$ cat src/rtl/lsu_pkg.sv
// LSU shared types: FSM states, response error codes
// and the RV32 load/store funct3 encodings.
package lsu_pkg;

    typedef enum logic [1:0] {
        IDLE,
        ACCESS,
        RESP
    } stateT;

    typedef enum logic [1:0] {
        ERR_OK       = 2'b00,
        ERR_MISALIGN = 2'b01,
        ERR_FAULT    = 2'b10,
        ERR_FUNCT3   = 2'b11
    } errT;

    localparam logic [2:0] LB  = 3'd0;
    localparam logic [2:0] LH  = 3'd1;
    localparam logic [2:0] LW  = 3'd2;
    localparam logic [2:0] LBU = 3'd4;
    localparam logic [2:0] LHU = 3'd5;
    localparam logic [2:0] SB  = 3'd0;
    localparam logic [2:0] SH  = 3'd1;
    localparam logic [2:0] SW  = 3'd2;

endpackage

$ cat src/rtl/lsu_if.sv
// LSU bundle: execute-side request, writeback-side
// response and the dmem strobes/data.
interface lsu_if;

    logic        reqValid;
    logic        reqReady;
    logic        reqWrite;
    logic [31:0] reqAddr;
    logic [2:0]  reqFunct3;
    logic [31:0] reqWdata;

    logic        rspValid;
    logic        rspReady;
    logic [31:0] rspRdata;
    logic [1:0]  rspErr;

    logic        memRead;
    logic        memWrite;
    logic [31:0] memAddr;
    logic [2:0]  memFunct3;
    logic [31:0] memWriteData;
    logic [31:0] memReadData;

    modport slave (
        input  reqValid, reqWrite, reqAddr,
        input  reqFunct3, reqWdata, rspReady,
        input  memReadData,
        output reqReady, rspValid, rspRdata,
        output rspErr, memRead, memWrite,
        output memAddr, memFunct3, memWriteData
    );

    modport master (
        output reqValid, reqWrite, reqAddr,
        output reqFunct3, reqWdata, rspReady,
        output memReadData,
        input  reqReady, rspValid, rspRdata,
        input  rspErr, memRead, memWrite,
        input  memAddr, memFunct3, memWriteData
    );

endinterface

$ cat src/rtl/lsu_check.sv
// Request classifier: funct3 legality, alignment and
// address range, reported as a single error code.
module lsu_check
    import lsu_pkg::*;
#(
    parameter int MEM_SIZE_KB = 1
) (
    input  logic [2:0]  funct3,
    input  logic [31:0] addr,
    input  logic        write,
    output errT         err
);

    localparam logic [31:0] LIMIT = 32'(MEM_SIZE_KB * 1024);

    logic illegal;
    logic misalign;
    logic fault;

    // funct3[1:0] is 01 for halfwords and 10 for words once legal
    always_comb begin
        illegal  = write ? !(funct3 inside {SB, SH, SW})
                         : !(funct3 inside {LB, LH, LW, LBU, LHU});
        misalign = (funct3[1:0] == 2'b01 && addr[0])
                || (funct3[1:0] == 2'b10 && addr[1:0] != 2'b00);
        fault    = addr >= LIMIT;
        err      = ERR_OK;
        unique case (1'b1)
            illegal:                       err = ERR_FUNCT3;
            (!illegal && misalign):        err = ERR_MISALIGN;
            (!illegal && !misalign && fault): err = ERR_FAULT;
            default:                       err = ERR_OK;
        endcase
    end

endmodule

$ cat src/rtl/lsu.sv
// Load/store unit: one outstanding request, one dmem
// access cycle, response held until writeback takes it.
module lsu
    import lsu_pkg::*;
#(
    parameter int MEM_SIZE_KB = 1
) (
    input logic clk,
    input logic rst_n,
    lsu_if.slave bus
);

    stateT       state;
    errT         chkErr;
    errT         errQ;
    errT         rspErrQ;
    logic        writeQ;
    logic        accept;
    logic        rspValidQ;
    logic [31:0] rspRdataQ;
    logic        memReadQ;
    logic        memWriteQ;
    logic [31:0] memAddrQ;
    logic [2:0]  memFunct3Q;
    logic [31:0] memWdataQ;

    lsu_check #(.MEM_SIZE_KB(MEM_SIZE_KB)) uCheck (
        .funct3 (bus.reqFunct3),
        .addr   (bus.reqAddr),
        .write  (bus.reqWrite),
        .err    (chkErr)
    );

    assign bus.reqReady = (state == IDLE)
                       || (state == RESP && bus.rspReady);
    assign accept = bus.reqValid && bus.reqReady;

    assign bus.rspValid     = rspValidQ;
    assign bus.rspRdata     = rspRdataQ;
    assign bus.rspErr       = rspErrQ;
    assign bus.memRead      = memReadQ;
    assign bus.memWrite     = memWriteQ;
    assign bus.memAddr      = memAddrQ;
    assign bus.memFunct3    = memFunct3Q;
    assign bus.memWriteData = memWdataQ;

    // Strobes are set on acceptance so they are high for ACCESS only
    always_ff @(posedge clk or negedge rst_n) begin
        if (!rst_n) begin
            state      <= IDLE;
            writeQ     <= 1'b0;
            errQ       <= ERR_OK;
            rspValidQ  <= 1'b0;
            rspRdataQ  <= '0;
            rspErrQ    <= ERR_OK;
            memReadQ   <= 1'b0;
            memWriteQ  <= 1'b0;
            memAddrQ   <= '0;
            memFunct3Q <= '0;
            memWdataQ  <= '0;
        end else begin
            if (accept) begin
                writeQ    <= bus.reqWrite;
                errQ      <= chkErr;
                memReadQ  <= !bus.reqWrite && chkErr == ERR_OK;
                memWriteQ <= bus.reqWrite && chkErr == ERR_OK;
                if (chkErr == ERR_OK) begin
                    memAddrQ   <= bus.reqAddr;
                    memFunct3Q <= bus.reqFunct3;
                    memWdataQ  <= bus.reqWdata;
                end
            end
            unique case (state)
                IDLE: begin
                    if (accept) state <= ACCESS;
                end
                ACCESS: begin
                    memReadQ  <= 1'b0;
                    memWriteQ <= 1'b0;
                    rspValidQ <= 1'b1;
                    rspErrQ   <= errQ;
                    rspRdataQ <= (errQ == ERR_OK && !writeQ)
                               ? bus.memReadData : '0;
                    state     <= RESP;
                end
                RESP: begin
                    if (bus.rspReady) begin
                        rspValidQ <= 1'b0;
                        state     <= accept ? ACCESS : IDLE;
                    end
                end
                default: state <= IDLE;
            endcase
        end
    end

endmodule

$ cat src/flat_wrapper.sv
// flat-port wrapper written by rule: the top's interface ports become plain ports
module lsu_flat import lsu_pkg::*;
#(
    parameter int MEM_SIZE_KB = 1
)
  (clk, rst_n, bus_reqValid, bus_reqWrite, bus_reqAddr, bus_reqFunct3, bus_reqWdata, bus_rspReady, bus_memReadData, bus_reqReady, bus_rspValid, bus_rspRdata, bus_rspErr, bus_memRead, bus_memWrite, bus_memAddr, bus_memFunct3, bus_memWriteData);
  lsu_if bus_i ();
  input logic clk;
  input logic rst_n;
  input wire logic [$bits(bus_i.reqValid)-1:0] bus_reqValid;
  input wire logic [$bits(bus_i.reqWrite)-1:0] bus_reqWrite;
  input wire logic [$bits(bus_i.reqAddr)-1:0] bus_reqAddr;
  input wire logic [$bits(bus_i.reqFunct3)-1:0] bus_reqFunct3;
  input wire logic [$bits(bus_i.reqWdata)-1:0] bus_reqWdata;
  input wire logic [$bits(bus_i.rspReady)-1:0] bus_rspReady;
  input wire logic [$bits(bus_i.memReadData)-1:0] bus_memReadData;
  output wire logic [$bits(bus_i.reqReady)-1:0] bus_reqReady;
  output wire logic [$bits(bus_i.rspValid)-1:0] bus_rspValid;
  output wire logic [$bits(bus_i.rspRdata)-1:0] bus_rspRdata;
  output wire logic [$bits(bus_i.rspErr)-1:0] bus_rspErr;
  output wire logic [$bits(bus_i.memRead)-1:0] bus_memRead;
  output wire logic [$bits(bus_i.memWrite)-1:0] bus_memWrite;
  output wire logic [$bits(bus_i.memAddr)-1:0] bus_memAddr;
  output wire logic [$bits(bus_i.memFunct3)-1:0] bus_memFunct3;
  output wire logic [$bits(bus_i.memWriteData)-1:0] bus_memWriteData;
  assign bus_i.reqValid = bus_reqValid;
  assign bus_i.reqWrite = bus_reqWrite;
  assign bus_i.reqAddr = bus_reqAddr;
  assign bus_i.reqFunct3 = bus_reqFunct3;
  assign bus_i.reqWdata = bus_reqWdata;
  assign bus_i.rspReady = bus_rspReady;
  assign bus_i.memReadData = bus_memReadData;
  assign bus_reqReady = bus_i.reqReady;
  assign bus_rspValid = bus_i.rspValid;
  assign bus_rspRdata = bus_i.rspRdata;
  assign bus_rspErr = bus_i.rspErr;
  assign bus_memRead = bus_i.memRead;
  assign bus_memWrite = bus_i.memWrite;
  assign bus_memAddr = bus_i.memAddr;
  assign bus_memFunct3 = bus_i.memFunct3;
  assign bus_memWriteData = bus_i.memWriteData;
  lsu #(.MEM_SIZE_KB(MEM_SIZE_KB)) u_core (.clk(clk), .rst_n(rst_n), .bus(bus_i));
endmodule
$ cat config.mk
export PLATFORM = sky130hd
export DESIGN_NAME = lsu_flat
export DESIGN_NICKNAME = d
export VERILOG_FILES = /design/src/rtl/lsu_pkg.sv /design/src/rtl/lsu_if.sv /design/src/rtl/lsu_check.sv /design/src/rtl/lsu.sv /design/src/flat_wrapper.sv
export SDC_FILE = /design/constraint.sdc
export NUM_CORES = 1
export LEC_CHECK = 0
export CAP_MARGIN = 10
export CORE_UTILIZATION = 25
export CTS_CLUSTER_SIZE = 14
export DETAILED_ROUTE_END_ITERATION = 8
export SKIP_CTS_REPAIR_TIMING = 1
export SYNTH_ARGS = -nofsm -noshare
export SYNTH_HDL_FRONTEND = slang
export SYNTH_SLANG_ARGS = --single-unit
$ cat constraint.sdc
create_clock -name clk -period 3.77 [get_ports clk]
set_input_delay 0.754 -clock clk [delete_from_list [all_inputs] [get_ports clk]]
set_output_delay 0.754 -clock clk [all_outputs]
set_load 0.02 [all_outputs]
### Word level (Yosys, flattened, before mapping)

Index checks and enable logic that the tools add are counted.

| word-level totals | value |
|---|---|
| memory bits (writable) | 0 |
| logic and storage cells | 65 |
| input bits | 104 |
| bits in read-only memories | 0 |
| memories kept | 0 |
| output and inout port bits | 105 |
| flip-flop bits (word level) | 109 |
| latch bits | 0 |

| operators by class | value |
|---|---|
| shift operators | 0 |
| magnitude comparators | 1 |
| add/sub/neg operators | 0 |
| div/mod/pow operators | 0 |
| mux-type cells | 13 |
| reductions and logical operators | 30 |
| bitwise gates (word level) | 0 |
| equal/unequal tests | 10 |
| multiply operators | 0 |

Operators by type and width:

| kind | number |
|---|---|
| 32-bit by 11-bit >= comparator with 1-bit output (second input constant) | 1 |
| 32-bit 2-to-1 mux | 1 |
| 2-bit case mux with 3 select lines | 2 |
| 1-bit logical AND | 10 |
| 1-bit 2-to-1 mux | 7 |
| 3-bit == test (second input constant) | 2 |
| 1-bit logical NOT | 6 |
| 2-bit logical NOT | 3 |
| 2-bit AND reduction | 3 |
| 2-bit nonzero test | 3 |
| 5-bit nonzero test | 1 |
| 2-bit by 1-bit == test with 1-bit output (second input constant) | 2 |
| 2-bit == test (second input constant) | 2 |
| 2-bit 2-to-1 mux | 2 |
| 3-bit by 1-bit == test with 1-bit output (second input constant) | 1 |
| 3-bit by 2-bit == test with 1-bit output (second input constant) | 1 |
| 3-bit logical NOT | 1 |
| 3-bit nonzero test | 1 |
| 1-bit logical OR | 2 |
| 2-bit by 1-bit != test with 1-bit output (second input constant) | 1 |
| 2-bit != test (second input constant) | 1 |
| 1-bit case mux with 2 select lines | 1 |

### Longest topological paths before layout

| logic depth | value |
|---|---|
| depth after elaboration | 12 |
| gate-level depth with buffers | 6 |

### Modules after synthesis

Synthesis repeated with hierarchy kept, for this count alone.

| second synthesis, totals | value |
|---|---|
| cells, all modules | 272 |
| area, all modules | 4285.4 µm² |

By module, submodules not included:

| module | area each (µm²) | sequential area each (µm²) | instances | cells each |
|---|---|---|---|---|
| lsu | 4172.8 | 2727.6 | 1 | 253 |
| lsu_check | 112.6 | 0.0 | 1 | 19 |

### Least setup slack after synthesis

OpenSTA, ideal clock, no wires.

| path | value |
|---|---|
| kind | in2reg |
| from | in bus_reqAddr[14] |
| to | reg u_core.memAddrQ[9] (netlist: u_core.bus.memAddr[9]) |
| path buffers | 1 |
| slack | 1.511 ns |
| arrival time | 2.134 ns |
| cell stages on the path | 5 |
| cells stage by stage | nor4_1 > nand4_1 > nor4b_4 > buf_6 > mux2_2 |

| on the way | value |
|---|---|
| cells in the longest elaborated chain, start to end | 5 |

RTL lines:

| element | RTL line | RTL |
|---|---|---|
| from (decl) | flat_wrapper.sv:12 | `input wire logic [$bits(bus_i.reqAddr)-1:0] bus_reqAddr;` |
| 32-bit by 11-bit >= comparator with 1-bit output | lsu_check.sv:26 | `fault = addr >= LIMIT;` |
| 1-bit logical AND | lsu_check.sv:31 | `(!illegal && !misalign && fault): err = ERR_FAULT;` |
| 2-bit case mux with 3 select lines | lsu_check.sv:28 | `unique case (1'b1)` |
| 2-bit logical NOT | lsu.sv:67 | `if (chkErr == ERR_OK) begin` |
| 2-bit AND reduction (no line) | - |  |
| to (signal assigned) | lsu.sv:68 | `memAddrQ <= bus.reqAddr;` |
| to (decl) | lsu.sv:23 | `logic [31:0] memAddrQ;` |

Every way passes these cells.
A chain may end at the register's enable or synchronous reset.

### Worst setup path after layout

Ends and elaborated chain as after synthesis.

==> results.py <==
metrics = {
    "floorplan": {
        "row_count": 45,
        "fp.dieW_um": 128,
        "core_area_um2": 15400,
        "boundaryPins": 209,
        "dieArea_um2": 16500,
        "fp.dieH_um": 128,
        "start_util_pct": 25.9,
    },
    "sta": {
        "slew_violations": 0,
        "relSlewSlack_pct": 52.0,
        "finalCritPeriodShare_pct": 76.5,
        "final.setup.tns_ps": 0,
        "finalHoldViolCount": 0,
        "min_period_ps": 2890,
        "setup_viol": 0,
        "rsz0062_at_grt": "no",
        "finalClockSkew_ps": 10.5,
        "fmax_mhz": 347,
        "worst_slew_pin_slew_ps": 720,
    },
    "layout": {
        "nFillCells": 1432,
        "finalInstanceArea_um2": 6600,
        "diodes": 0,
        "area_growth_pct": 65.0,
        "fin_nets": 577,
        "post_layout_nonfiller_instances": 688,
        "drive_above_1_share_pct": 14.9,
    },
    "place": {
        "globalplace.congestion": 0.746,
        "dpl.cell_count": 673,
        "place_area_um2": 6310,
        "portBuffers": 208,
        "dpl.hpwl_um": 7790,
    },
    "clock_network": {
        "cts.sinks": 109,
        "htreeDepth": 3,
        "clockBufferDepth": 2,
        "clk_pin_slew_ps": 70,
        "cts_tree": "yes",
        "clock_latency_ps": 350,
        "tritoncts.num_buffers": 9,
        "cts-root-buf": "clkbuf_16",
    },
    "critical_path": {
        "rr_worst_depth": 5,
        "cp-start-kind": "input port",
        "regToRegSetupSlack_ps": 1710,
        "cp-end-kind": "flip-flop",
        "path_max_fanout": 39,
        "reg2reg_from": "u_core.state[1]",
        "reg2reg_to": "u_core.bus.memAddr[9]",
        "crit_arrival_ps": 3120,
        "required_ps": 4000,
        "setup.worst_path.class": "input port to flip-flop",
    },
    "detailed_routing": {
        "vias": 2971,
        "drc": 0,
        "wl_per_cell_um": 15.5,
        "drtPass1Iterations": 4,
        "totalWireLength_um": 10700,
        "via_per_inst": 4.32,
        "ant_nets": 0,
        "drt_first_iter_violations": 113,
    },
    "run": {
        "max_cap_viol_count": 0,
    },
    "synth": {
        "ys_seq_area_share_pct": 68.2,
        "avgSynthCellArea_um2": 15.3,
        "synth_warnings": 0,
        "synth.cell_area_um2": 4000,
        "ys_ff_latch": 109,
        "synth_nets": 366,
        "synth.distinct_cells": 23,
        "synthCells": 262,
    },
    "power": {
        "peakVddDrop_uv": 213,
        "total_leakage_power_nw": 2.97,
        "powerDensity_nw_per_um2": 383,
    },
    "hold_path": {
        "hp-class": "input port to async pin",
    },
    "run_status": {
        "outcome": "completed",
    },
    "global_route": {
        "grt_pass1_vias": 3095,
        "antenna_found_initial": 0,
        "grt_pass1_wl_um": 16500,
        "overflow": 0,
        "grt_usage_pct": 13.3,
        "grt_max_degree": 56,
    },
}
state kept, by name (all words and copies together), names as in the netlist:
signal / count
u_core.bus.rspErr: 2
u_core.bus.memWrite: 1
u_core.bus.memRead: 1
u_core.bus.memAddr: 32
u_core.errQ: 2
u_core.state: 2
u_core.bus.rspRdata: 32
u_core.writeQ: 1
u_core.bus.memFunct3: 3
u_core.bus.memWriteData: 32
u_core.bus.rspValid: 1
logic make-up after synthesis:
| group | after synthesis | share of synthesized area (%) |
|---|---|---|
| compound gates | 45 | 9.01 |
| buf+inv | 17 | 2.66 |
| flops | 109 | 68.2 |
| mux | 48 | 13.5 |
| simple gates | 43 | 6.63 |
worst max-delay path: stages:
cell,delay (ps)
clkdlybuf4s50_1,400
nor4_1,510
nand4_1,300
nor4b_4,280
buf_4,460
mux2_2,390
area by class of cell:
type | instances | area (µm²) | share of cell area (%)
clock inverter | 5 | 60.1 | 0.910
tap | 211 | 264 | 4.00
inverter | 3 | 11.3 | 0.171
multi-input combinational | 136 | 1170 | 17.8
sequential | 109 | 2730 | 41.3
clock buffer | 10 | 229 | 3.47
timing repair buffer | 214 | 2140 | 32.4
layout by cell type (no fill, tap or decap), types with 2 or more instances in the layout:
| cell | Yosys | final |
|---|---|---|
| dfrtp_1 | 109 | 109 |
| a22o_1 | 32 | 32 |
| nor2b_1 | 23 | 23 |
| o21ai_0 | 4 | 4 |
| nand2b_1 | 2 | 2 |
| inv_1 | 3 | 3 |
| clkbuf_16 | 0 | 9 |
| inv_6 | 0 | 2 |
| clkdlybuf4s50_1 | 0 | 207 |
| a21oi_1 | 5 | 5 |
| nor4_1 | 6 | 5 |
| nor2_1 | 7 | 7 |
| buf_4 | 1 | 6 |
| mux2_2 | 48 | 48 |
synth_stat cells, drive strengths merged:
cell,instances,area (µm²)
nand4,1,6.26
nor4,6,37.5
nor4b,1,23.8
a32o,1,10.0
nand2,1,3.75
nor2b,23,144
buf,7,68.8
clkbuf,7,26.3
o21ai,4,20.0
and3,1,6.26
dfrtp,109,2730
inv,3,11.3
a21o,1,7.51
nor2,7,26.3
nand2b,2,12.5
a21oi,5,25.0
mux2,48,541
a22o,32,280
a31o,1,8.76
o2111ai,1,8.76
nand3,1,5.00
layer usage:
layer  vias up  wire, µm  GRT usage [%]
met5         -         0              0
met4         0       219           4.84
met3        16       998           6.11
met2       132      5230           22.0
met1      1469      4240           15.1
li1       1354         -              -
per-stage QoR:
stage          hold WS [ps]  total power (W)  utilization [%]  setup slack, ps
6_report                445          0.00253             42.8              885
5_1_grt                 495          0.00265             42.8              781
3_5_place_dp            486          0.00162             40.9              569
4_1_cts                 475          0.00258             42.8              958
3_3_place_gp            470          0.00161             40.9              650
2_1_floorplan           454          0.00138                -             1510
power breakdown:
group / internal [W] / total, W / leakage [nW] / switching, W
sequential: 0.00121 / 0.00124 / 1.50 / 0.0000313
clock: 0.000515 / 0.000936 / 0.139 / 0.000421
combinational: 0.000193 / 0.000346 / 1.33 / 0.000154
total: 0.00192 / 0.00253 / 2.97 / 0.000606
worst max-delay path by stage:
stage,from,end,slack (ps),cells after the start
after floorplan,bus_reqAddr[14],u_core.bus.memAddr[9],1510,5
after global placement,bus_reqAddr[18],u_core.bus.memWriteData[3],650,6
after detailed placement,bus_reqAddr[17],u_core.bus.memAddr[9],570,6
after CTS,bus_reqAddr[18],u_core.bus.memAddr[9],960,6
after global routing,bus_reqAddr[18],u_core.bus.memWriteData[6],780,6
final,bus_reqAddr[14],u_core.bus.memAddr[9],880,6
No activity file was read; power rests on OpenSTA's default activity.
==> patch: new RTL, same flow settings <==
Reset style: synchronous (`rst_n`), changed in one clocked block.
--- a/src/rtl/lsu.sv
+++ b/src/rtl/lsu.sv
@@ -46,5 +46,5 @@
 
     // Strobes are set on acceptance so they are high for ACCESS only
-    always_ff @(posedge clk or negedge rst_n) begin
+    always_ff @(posedge clk) begin
         if (!rst_n) begin
             state      <= IDLE;
Function: differs if rst_n is asserted again (counterexample within 4 cycles, from zero or initial values and one cycle with rst_n low); with rst_n held inactive, the same outputs for 4 cycles.
==> patch against the unedited design <==
Clock skew down 5.9 ps. Maximum frequency about the same. Sequential cell count unchanged. Setup slack worse by 1.0 ps. First-iteration DRC count up 8.0%. Final cell count up 14%. Total power down 7.0%. Routed wire length down 0.58%. Final area down 2.8%. Synthesized area down 2.2%. Core utilization down 0.75 points. Largest cell class unchanged.
==> patch: results (changes against the unedited design) <==
{| class="wikitable"
! Metric !! Value
|-
| Max H-tree Level || 3 (unchanged)
|-
| Mean post-synth cell area || 10.49 um2 (-31%)
|-
| Filler instances || 1464 (+2.2%)
|-
| Clock transition at the registers of the reported paths || 70 ps (about the same)
|-
| Leakage power figure || 0.002378 uW (-20%)
|-
| Maximum clock path buffer count || 2 (unchanged)
|-
| Most used standard cells in the synthesized netlist || 109 x sky130_fd_sc_hd__dfxtp_1, 95 x sky130_fd_sc_hd__nand2_1, 48 x sky130_fd_sc_hd__mux2i_1
|-
| Top area cells in the synthesized netlist || sky130_fd_sc_hd__dfxtp_1 56%, sky130_fd_sc_hd__mux2i_1 12%, sky130_fd_sc_hd__nand2_1 9.1%
|-
| Number of cells after detailed placement || 769 (+14%)
|-
| Number of vias in the routed layout || 3298 (+11%)
|-
| Wirelength per Cell || 13.54 um (-13%)
|-
| Arrival time reported for the critical path endpoint || 2130 ps (-990 ps)
|-
| Root buffer selected by CTS || sky130_fd_sc_hd__clkbuf_16
|-
| Pin count of the biggest net entering global routing || 85 (+52%)
|-
| Worst hold path type || reg -> reg
|-
| Final nets || 673 (+17%)
|-
| Largest fanout on the critical path || 3 (-92%)
|-
| 1st-pass router iterations || 4 (unchanged)
|-
| Wire length of the first global-routing pass || 16620 um (+0.79%)
|-
| Detailed router's first-iteration violation count || 122 (+8.0%)
|-
| Post-synth net total || 477 (+30%)
|-
| Count of yosys warnings during synthesis || 0 (unchanged)
|-
| Effective utilization at floorplan || 0.2564 (-0.002870)
|-
| Post-detailed-placement half-perimeter wirelength || 7794 um (about the same)
|-
| Status || finished, final reports clean
|-
| Global-route usage over all layers || 0.1309 (-0.002151)
|-
| Worst-case headroom to the max-slew limit || 0.4683 (-0.05151)
|-
| Unique cell type count in the Yosys netlist || 34 (+48%)
|-
| Worst ir drop on vdd || 0.2213 mV (+4.0%)
|-
| Clock network latency to the later pin of the worst-skew pair || 350 ps (about the same)
|-
| Global placer's final weighted congestion || 0.7636 (+2.3%)
|-
| Final antenna diode count || 0 (unchanged)
|-
| Port-buffer cells || 208 (unchanged)
|-
| Antenna violations before repair || 0 (unchanged)
|-
| Residual overflow from global routing || 0 (unchanged)
|-
| Fraction of registers with async set or reset after synthesis || 0 (-1.000)
|-
| Share of the yosys chip area belonging to registers || 0.5577 (-0.1242)
|-
| Fraction of layout cells with a size suffix above 1 || 0.05052 (-0.09832)
|-
| Worst Skew || 4.600 ps (-5.873 ps)
|-
| Routed via count divided by cell count || 4.201 (-2.7%)
|-
| Num CTS Buffers || 9 (unchanged)
|}
-- patch: power breakdown --
| group | switching (uW) | internal [uW] | leakage, uW | total (uW) |
|---|---|---|---|---|
| clock | 461 | 465 | 0.000137 | 926 |
| sequential | 12.7 | 1170 | 0.000880 | 1180 |
| combinational | 95.1 | 146 | 0.00136 | 241 |
| total | 569 | 1780 | 0.00238 | 2350 |
-- patch: through the flow --
step / worst slack [ps] / util / instance area, um2 / power [uW]
final: 883.6 / 0.4204 / 6415 / 2349
after global routing: 841.5 / 0.4204 / 6415 / 2456
after CTS: 871.5 / 0.4204 / 6415 / 2401
after detailed placement: 671.8 / 0.4015 / 6126 / 1451
after global placement: 780.4 / 0.4015 / 6126 / 1448
after floorplan: 1572 / - / 3913 / 1293
-- patch: final cells by class --
type	count	area (um2)	share of cell area
Clock inverter	7	63.81	0.009947
Clock buffer	9	225.2	0.03511
Inverter	2	7.507	0.001170
Sequential cell	109	2182	0.3402
Tap cell	211	264.0	0.04115
Timing Repair Buffer	213	2130	0.3320
Multi-Input combinational cell	234	1543	0.2405
-- patch: final timing paths --
check                                    end  slack [ps]                       start  depth (start not counted)
setup / recovery                bus_reqReady         880                bus_rspReady                          4
hold / removal    u_core.bus.memWriteData[4]         460  u_core.bus.memWriteData[4]                          2
setup reg to reg     u_core.bus.rspRdata[17]        1750             u_core.state[0]                          4
hold reg to reg   u_core.bus.memWriteData[4]         460  u_core.bus.memWriteData[4]                          2
-- patch: cell families (layout without fill, tap and decap cells) --
logic type,count (synthesis),after routing,synth area share
compound gates,44,44,0.09658
simple gates,141,141,0.1704
buf+inv,30,231,0.05021
mux,48,48,0.1228
flops,109,109,0.5577
xor+xnor,1,1,0.002239
-- patch: layer usage --
metal / GRT usage / wire (um) / vias to the layer above
met3: 0.05570 / 810 / 11
li1: - / - / 1670
met4: 0.03922 / 180 / 0
met5: 0 / 0 / -
met1: 0.1510 / 4606 / 1489
met2: 0.2201 / 5034 / 128
-- patch: worst max-delay path, stage by stage --
cell and delay [ps]:
sky130_fd_sc_hd__clkdlybuf4s50_1 440, sky130_fd_sc_hd__nor2b_1 300, sky130_fd_sc_hd__nor2_1 70, sky130_fd_sc_hd__clkdlybuf4s50_1 570
